`config.mk`:
```
export PLATFORM = sky130hd
export DESIGN_NAME = arcade_input_mapper
export DESIGN_NICKNAME = d
export VERILOG_FILES = /design/src/rtl/arcade_input_pkg.sv /design/src/rtl/coin_pulse_stretcher.sv /design/src/rtl/arcade_input_mapper.sv
export SDC_FILE = /design/constraint.sdc
export NUM_CORES = 1
export LEC_CHECK = 0
export BUFFER_PORTS_ARGS = -buffer_cell sky130_fd_sc_hd__buf_2
export CAP_MARGIN = 25
export CORE_UTILIZATION = 37
export DETAILED_ROUTE_END_ITERATION = 7
export PLACE_DENSITY_LB_ADDON = 0.08
export SLEW_MARGIN = 25
export SYNTH_ARGS = -nofsm -noshare
export SYNTH_HDL_FRONTEND = slang
export SYNTH_HIERARCHICAL = 1
export SYNTH_SLANG_ARGS = --single-unit
```
`constraint.sdc`:
```
create_clock -name clk_sys -period 2.8 [get_ports clk_sys]
set_clock_uncertainty 0.1 [all_clocks]
set_input_delay 0.42 -clock clk_sys [delete_from_list [all_inputs] [get_ports clk_sys]]
set_output_delay 0.42 -clock clk_sys [all_outputs]
set_load 0.05 [all_outputs]
```
`src/rtl/arcade_input_pkg.sv`:
```
// rtl/arcade_input_pkg.sv - control-bit indices, scancodes and rotation helper for arcade_input_mapper
package arcade_input_pkg;

  // Bit positions inside one player's 8-bit control vector (joystick bits 0..7 share this layout)
  localparam int CTRL_RIGHT = 0;
  localparam int CTRL_LEFT  = 1;
  localparam int CTRL_DOWN  = 2;
  localparam int CTRL_UP    = 3;
  localparam int CTRL_FIRE1 = 4;
  localparam int CTRL_FIRE2 = 5;
  localparam int CTRL_START = 6;
  localparam int CTRL_COIN  = 7;

  // Joystick bit that requests autofire on fire1
  localparam int JOY_AUTOFIRE = 8;

  // Player 1: arrows are extended codes, 0x14 is accepted with or without the extended prefix
  localparam logic [7:0] SC_P1_UP      = 8'h75;
  localparam logic [7:0] SC_P1_DOWN    = 8'h72;
  localparam logic [7:0] SC_P1_LEFT    = 8'h6B;
  localparam logic [7:0] SC_P1_RIGHT   = 8'h74;
  localparam logic [7:0] SC_P1_FIRE1_A = 8'h14;
  localparam logic [7:0] SC_P1_FIRE1_B = 8'h29;
  localparam logic [7:0] SC_P1_FIRE2   = 8'h11;
  localparam logic [7:0] SC_P1_START   = 8'h16;
  localparam logic [7:0] SC_P1_COIN    = 8'h2E;

  // Player 2: all non-extended
  localparam logic [7:0] SC_P2_UP      = 8'h2D;
  localparam logic [7:0] SC_P2_DOWN    = 8'h2B;
  localparam logic [7:0] SC_P2_LEFT    = 8'h23;
  localparam logic [7:0] SC_P2_RIGHT   = 8'h34;
  localparam logic [7:0] SC_P2_FIRE1   = 8'h1C;
  localparam logic [7:0] SC_P2_FIRE2   = 8'h1B;
  localparam logic [7:0] SC_P2_START   = 8'h1E;
  localparam logic [7:0] SC_P2_COIN    = 8'h36;

  localparam logic [7:0] SC_TEST       = 8'h2C;

  typedef enum logic [1:0] {
    ROT_NONE     = 2'b00,
    ROT_CW       = 2'b01,
    ROT_CCW      = 2'b10,
    ROT_NONE_ALT = 2'b11
  } rotate_e;

  // Remap the four direction bits for a rotated screen; other bits pass through
  function automatic logic [7:0] rotate_dirs(input logic [7:0] raw, input rotate_e rot);
    logic [7:0] res;
    res = raw;
    case (rot)
      ROT_CW: begin
        res[CTRL_UP]    = raw[CTRL_LEFT];
        res[CTRL_DOWN]  = raw[CTRL_RIGHT];
        res[CTRL_LEFT]  = raw[CTRL_DOWN];
        res[CTRL_RIGHT] = raw[CTRL_UP];
      end
      ROT_CCW: begin
        res[CTRL_UP]    = raw[CTRL_RIGHT];
        res[CTRL_DOWN]  = raw[CTRL_LEFT];
        res[CTRL_LEFT]  = raw[CTRL_UP];
        res[CTRL_RIGHT] = raw[CTRL_DOWN];
      end
      default: ;
    endcase
    return res;
  endfunction

endpackage

```
`src/rtl/coin_pulse_stretcher.sv`:
```
// rtl/coin_pulse_stretcher.sv - rising-edge triggered fixed-length coin pulse
module coin_pulse_stretcher #(
  parameter logic [15:0] PULSE_CYCLES = 16'd6000
) (
  input  logic clk_sys,
  input  logic reset,
  input  logic coin_raw,
  output logic coin_active
);

  logic [15:0] count;
  logic        prev;

  // Load on a fresh rising edge only when idle; edges inside a pulse are dropped
  always_ff @(posedge clk_sys) begin
    if (reset) begin
      count <= '0;
      prev  <= 1'b0;
    end else begin
      prev <= coin_raw;
      if (coin_raw && !prev && (count == 16'd0)) begin
        count <= PULSE_CYCLES;
      end else if (count != 16'd0) begin
        count <= count - 16'd1;
      end
    end
  end

  assign coin_active = (count != 16'd0);

endmodule

```
`src/rtl/arcade_input_mapper.sv`:
```
// rtl/arcade_input_mapper.sv - PS/2 + joystick merge, rotation and coin stretching; optional autofire via ARCADE_INPUT_AUTOFIRE_EN
module arcade_input_mapper
  import arcade_input_pkg::*;
#(
  parameter int          NUM_PLAYERS       = 2,
  parameter logic [15:0] COIN_PULSE_CYCLES = 16'd6000,
  parameter logic [19:0] AUTOFIRE_HALF     = 20'd200000
) (
  input  logic                      clk_sys,
  input  logic                      reset,
  input  logic [10:0]               ps2_key,
  input  logic [16*NUM_PLAYERS-1:0] joystick,
  input  logic [1:0]                rotate,
  output logic [8*NUM_PLAYERS-1:0]  ctrl,
  output logic                      test
);

  logic       tog_q;
  logic       key_event;
  logic       key_pressed;
  logic       key_ext;
  logic [7:0] key_code;
  logic [7:0] key_p1;
  logic [7:0] key_p2;
  logic       key_test;
  logic       test_q;

  assign key_event   = (ps2_key[10] != tog_q);
  assign key_pressed = ps2_key[9];
  assign key_ext     = ps2_key[8];
  assign key_code    = ps2_key[7:0];

  // Track the toggle bit even in reset so releasing reset never looks like a new event
  always_ff @(posedge clk_sys) begin
    tog_q <= ps2_key[10];
  end

  // Key latches: each event sets or clears the one key it names
  always_ff @(posedge clk_sys) begin
    if (reset) begin
      key_p1   <= '0;
      key_p2   <= '0;
      key_test <= 1'b0;
    end else if (key_event) begin
      if (key_code == SC_P1_FIRE1_A) begin
        key_p1[CTRL_FIRE1] <= key_pressed;
      end else if (key_ext) begin
        case (key_code)
          SC_P1_UP:    key_p1[CTRL_UP]    <= key_pressed;
          SC_P1_DOWN:  key_p1[CTRL_DOWN]  <= key_pressed;
          SC_P1_LEFT:  key_p1[CTRL_LEFT]  <= key_pressed;
          SC_P1_RIGHT: key_p1[CTRL_RIGHT] <= key_pressed;
          default: ;
        endcase
      end else begin
        case (key_code)
          SC_P1_FIRE1_B: key_p1[CTRL_FIRE1] <= key_pressed;
          SC_P1_FIRE2:   key_p1[CTRL_FIRE2] <= key_pressed;
          SC_P1_START:   key_p1[CTRL_START] <= key_pressed;
          SC_P1_COIN:    key_p1[CTRL_COIN]  <= key_pressed;
          SC_P2_UP:      if (NUM_PLAYERS >= 2) key_p2[CTRL_UP]    <= key_pressed;
          SC_P2_DOWN:    if (NUM_PLAYERS >= 2) key_p2[CTRL_DOWN]  <= key_pressed;
          SC_P2_LEFT:    if (NUM_PLAYERS >= 2) key_p2[CTRL_LEFT]  <= key_pressed;
          SC_P2_RIGHT:   if (NUM_PLAYERS >= 2) key_p2[CTRL_RIGHT] <= key_pressed;
          SC_P2_FIRE1:   if (NUM_PLAYERS >= 2) key_p2[CTRL_FIRE1] <= key_pressed;
          SC_P2_FIRE2:   if (NUM_PLAYERS >= 2) key_p2[CTRL_FIRE2] <= key_pressed;
          SC_P2_START:   if (NUM_PLAYERS >= 2) key_p2[CTRL_START] <= key_pressed;
          SC_P2_COIN:    if (NUM_PLAYERS >= 2) key_p2[CTRL_COIN]  <= key_pressed;
          SC_TEST:       key_test <= key_pressed;
          default: ;
        endcase
      end
    end
  end

  // Service key is registered alongside the control vectors
  always_ff @(posedge clk_sys) begin
    if (reset) test_q <= 1'b0;
    else       test_q <= key_test;
  end

  assign test = test_q;

`ifdef ARCADE_INPUT_AUTOFIRE_EN
  logic [19:0] af_count;
  logic        af_phase;

  // Shared free-running autofire square wave, half-period AUTOFIRE_HALF cycles
  always_ff @(posedge clk_sys) begin
    if (reset) begin
      af_count <= '0;
      af_phase <= 1'b0;
    end else if (af_count == AUTOFIRE_HALF - 20'd1) begin
      af_count <= '0;
      af_phase <= ~af_phase;
    end else begin
      af_count <= af_count + 20'd1;
    end
  end
`else
  localparam logic [19:0] AUTOFIRE_HALF_UNUSED = AUTOFIRE_HALF;
`endif

  for (genvar p = 0; p < NUM_PLAYERS; p++) begin : g_player
    logic [7:0] key_bits;
    logic [7:0] raw;
    logic [7:0] shaped;
    logic [7:0] ctrl_q;
    logic       coin_active;
    logic       joy_unused;

    if (p == 0) begin : g_keys_p1
      assign key_bits = key_p1;
    end else if (p == 1) begin : g_keys_p2
      assign key_bits = key_p2;
    end else begin : g_keys_none
      assign key_bits = '0;
    end

    assign raw        = key_bits | joystick[16*p +: 8];
    assign joy_unused = ^joystick[16*p+8 +: 8];

    coin_pulse_stretcher #(
      .PULSE_CYCLES(COIN_PULSE_CYCLES)
    ) u_coin (
      .clk_sys    (clk_sys),
      .reset      (reset),
      .coin_raw   (raw[CTRL_COIN]),
      .coin_active(coin_active)
    );

    // Rotate directions, substitute the stretched coin, optionally overlay autofire
    always_comb begin
      shaped             = rotate_dirs(raw, rotate_e'(rotate));
      shaped[CTRL_COIN]  = coin_active;
`ifdef ARCADE_INPUT_AUTOFIRE_EN
      shaped[CTRL_FIRE1] = raw[CTRL_FIRE1] | (joystick[16*p+JOY_AUTOFIRE] & af_phase);
`endif
    end

    // Registered per-player control vector
    always_ff @(posedge clk_sys) begin
      if (reset) ctrl_q <= '0;
      else       ctrl_q <= shaped;
    end

    assign ctrl[8*p +: 8] = ctrl_q;
  end

endmodule

```
# --- After elaboration in Yosys (flattened, before gate mapping) ---
# Cells that the tools add are included.
op_classes:
  n_addsub: 2
  n_mul: 0
  div_mod_pow: 0
  magnitude_cmp: 0
  eq_ne: 22
  n_shift: 0
  n_mux: 9
  bitwise: 4
  n_reduce_logical: 32
op_table:
  columns: ["cell", "count"]
  rows:
  - ["8-bit by 6-bit equality test with 1-bit output (second input constant)", 8]
  - ["4-bit AND reduction", 16]
  - ["13-bit 2-to-1 mux", 4]
  - ["8-bit by 5-bit equality test with 1-bit output (second input constant)", 6]
  - ["8-bit by 7-bit equality test with 1-bit output (second input constant)", 4]
  - ["16-bit logical NOT", 2]
  - ["16-bit nonzero test", 2]
  - ["16-bit by 1-bit subtractor with 16-bit output (second input constant)", 2]
  - ["8-bit OR", 2]
  - ["4-bit case mux with 2 select lines", 2]
  - ["2-bit nonzero test", 3]
  - ["1-bit logical AND", 4]
  - ["2-bit OR reduction", 2]
  - ["1-bit 2-to-1 mux", 3]
  - ["3-bit AND reduction", 1]
  - ["2-bit by 1-bit equality test with 1-bit output (second input constant)", 1]
  - ["2-bit equality test (second input constant)", 1]
  - ["1-bit logical NOT", 2]
  - ["2-bit by 1-bit inequality test with 1-bit output (second input constant)", 1]
  - ["1-bit NOT", 2]
  - ["1-bit inequality test", 1]
totals:
  regBits: 69
  latchBits: 0
  ramBits: 0
  mem_bits_ro: 0
  output_inout_bits: 17
  wordCells: 96
  n_memories: 0

# --- Logic depth before layout (Yosys ltp) ---
depth:
  word_depth: 4
  ltp_mapped: 9
  mapped_depth_nobuf: 7

# --- By module ---
# Netlist, hierarchy kept.
modules_own_cells:
  columns: ["mod", "n_inst", "cells_per_inst", "area_per_inst_um2", "seq_area_each_um2"]
  rows:
  - ["arcade_input_mapper", 1, 175, 1606.5, 700.7]
  - ["coin_pulse_stretcher at g_player[0].u_coin", 1, 109, 898.4, 340.3]
  - ["coin_pulse_stretcher at g_player[1].u_coin", 1, 103, 880.8, 340.3]

# --- Least setup slack after synthesis ---
# Ideal clock, no wire load.
synth_path:
  kind: "flip-flop to flip-flop"
  start: "register g_player[1].u_coin.count[4]"
  end: "register g_player[1].u_coin.count[15]"
  t_arrival_ns: 2.118
  setup_slack_ns: 0.512
  stages_incl_launch_ff: 6
  path_buffers: 1
  path_cell_list: "dfxtp_1 > or4_1 > buf_2 > or4_4 > or4_1 > a21oi_1"
synth_between:
  elab_chain_cells: 3
synth_lines:
  columns: ["element", "line_no", "rtl"]
  rows:
  - ["start: declaration", "coin_pulse_stretcher.sv:11", "logic [15:0] count;"]
  - ["start signal: assignment", "coin_pulse_stretcher.sv:24", "count <= count - 16'd1;"]
  - ["parallel branches: the longest is 3 deep, another holds 16-bit by 1-bit subtractor with 16-bit output", null, null]
# Parallel ways; which one is timed is not known.
# A chain may end at the register's enable or synchronous reset.

# --- Worst setup path in the final report ---
# Same ends and word-level chain as after synthesis.

==> run metrics <==
outcome=finished, violations left; failing checks=DRC; register area share after synthesis=between 40% and 50%; Area Overhead vs Synth=15.8%; routed length per instance=14.2 um; crit path DAT=between 2 and 3 ns; post-CTS setup buffers=0; Residual DRC=10; Die Area=0.00954 mm^2; CTS Root Cell=clkbuf_8; Critical Path RT=approximately 3 ns; critical path peak fanout=8; register bit total from synthesis=69; Core Area=0.00881 mm^2; Worst VDD drop=about 0.63 mV; Final Power=a little under 4000 uW; NumNets Final=487; cts hold-fix bufs=0; clk sinks=69; Mean Syn Cell Area=8.75 um^2; CP Cell Sequence=or4_1 > or4_4 > or4_1 > a21oi_1; Yosys top cell area share=40.8%; # IOs=64; critical path class=flop to flop; Crit path largest cell delay=0.66 ns; Post-Syn Area=0.00339 mm^2; Num CTS Buffers=9; Die Span X=97.7 um; Setup violations, final=0; r2r setup slk=roughly 0.36 ns; Starting Density=just under 40%; Final Hold Slack=0.126 ns; Max-Cap Viols=0; Post-Place Cell Area=between 0.003 and 0.004 mm^2; Leakage Power=about 0.0015 uW; Die Y=97.7 um; GRT Total Usage=between 10% and 20%; setup TNS=0 ns; post-synth net total=439; Max Slew Vio Count=0; Worst-path clk slew=approximately 0.07 ns; post-DP HPWL=5410 um; routed vias=between 2000 and 3000; commonest non-fill, non-tap cell in the layout=dfxtp_1; Clock H-tree levels=3; CP most frequent cell=or4_1; post-layout util=44.5%; Max Fclk=0.410 GHz; FP Rows=34; Met2 Wirelength=3290 um; wirelength, routed=7760 um; clk_lat worst skew=roughly 0.35 ns; Max clock buf depth=2; Finished Cell Area=0.00392 mm^2; Slew @ Worst Pin=0.700 ns; first-pass GRT wire length=13300 um; met1 WL=4020 um; Final Cycle Share=87.2%; port buffer count=47; Setup crit start kind=flop; largest net degree at the start of global routing=27; synth top area cells=dfxtp_1, nor2_1, mux2i_1; routed wl met3=373 um; CP max-delay cell=or4_1; RSZ-0062 raised after global routing=false; Slew headroom=52.7%; Initial DRT Pass Iterations=7; Power per Cell Area=1000 mW/mm^2; routability cong.=0.853; Hold Vio Cnt, Final=0; CTS resizes=0; Final min period=2.44 ns; worst hold-check path type=primary input to flop; initial antenna violation count=0; Distinct cells, synth=57; antenna cells=0; vias in the first global route=2742; CTS tree=yes; most frequent cells in the layout=dfxtp_1, buf_2, nor2_1; vias per inst=5.47; Worst Setup End Kind=flop; Detail Route Antenna Nets=0; yosys warns=6; cell count after synthesis=387; initial DRC count=roughly 140; layout cells sized above 1=21.6%; total grt overflow=0; DR top layer=met4; Yosys top cell by area=dfxtp_1
metrics by stage:
step / instances / setup WS (ns)
6_report: 547 / 0.360
5_1_grt: 547 / 0.234
4_1_cts: 547 / 0.345
3_5_place_dp: 532 / 0.370
3_3_place_gp: 532 / 0.405
2_1_floorplan: 387 / 0.512
state kept, by name (all words and copies together) (netlist names):
signal,flops
key_test,1
g_player.key_bits,16
g_player.ctrl_q,16
tog_q,1
g_player.u_coin/count,32
test,1
g_player.u_coin/prev,2
critical path: cells and delay by family, from the launching register on:
kind	cells	cell delay, ns
simple gates	3	1.74
flops	1	0.37
compound gates	1	0.16
where the power goes:
part	internal, uW	switching [uW]	total, uW
clock	430	375	805
sequential	1180	203	1390
combinational	728	1010	1740
total	2340	1590	3930
cells in the mapped netlist (all sizes together):
cell type / instances
o21ba: 1
and4b: 1
nor4bb: 1
clkbuf: 10
nor2b: 9
xor2: 2
a221oi: 12
and2b: 1
nand4: 4
nor4b: 1
nor3b: 4
nand2b: 10
ha: 5
o41ai: 3
mux2i: 14
nand3b: 5
or4b: 3
o2111ai: 1
inv: 15
a211o: 1
buf: 8
a21o: 2
a41oi: 1
or3: 11
a21oi: 15
nand2: 20
or4: 13
a311oi: 3
a31oi: 8
a211oi: 14
or2: 15
nand4bb: 2
or3b: 3
dfxtp: 69
xnor2: 2
nor2: 46
o22ai: 1
nor4: 17
o21ai: 8
o31ai: 7
nand3: 5
and4: 2
and3b: 1
nand4b: 3
nor3: 8
cells by family (layout without fill, tap and decap cells):
kind of cell             after synthesis  in the layout  synth area share, %
XOR/XNOR                               4              4                 1.03
AO/OA/AOI/OAI                         77             77                 15.9
buffers and inverters                 33             85                 4.18
AND/OR/NAND/NOR                      185            185                 32.1
flip-flops                            69             69                 40.8
multiplexers                          14             14                 4.14
adder cells (fa/ha/maj)                5              5                 1.85
routing by layer:
metal / vias to the layer above / track usage (%)
met3: 7 / 4.96
met4: 0 / 4.55
li1: 1551 / -
met5: - / 0
met2: 69 / 26.5
met1: 1367 / 23.8
final timing paths:
check / start / endpoint / depth (start not counted)
worst min register to register: key_test$_SDFFE_PP0P_ / test$_SDFF_PP0_ / 1
worst max-delay path: g_player[1].u_coin/count[4]$_SDFFE_PP0P_ / g_player[1].u_coin/count[15]$_SDFFE_PP0N_ / 4
worst max register to register: g_player[1].u_coin/count[4]$_SDFFE_PP0P_ / g_player[1].u_coin/count[15]$_SDFFE_PP0N_ / 4
worst min-delay path: ps2_key[10] / tog_q$_DFF_P_ / 1
area by class of cell:
type | count | area (um^2)
repair buffers | 55 | 295
fillers | 898 | 4880
well taps | 108 | 135
flip-flops and latches | 69 | 1380
inverters | 15 | 56.3
multi-input cells | 285 | 1860
clock inverters | 4 | 48.8
clock buffers | 11 | 141
(Power assumes the default switching activity.)
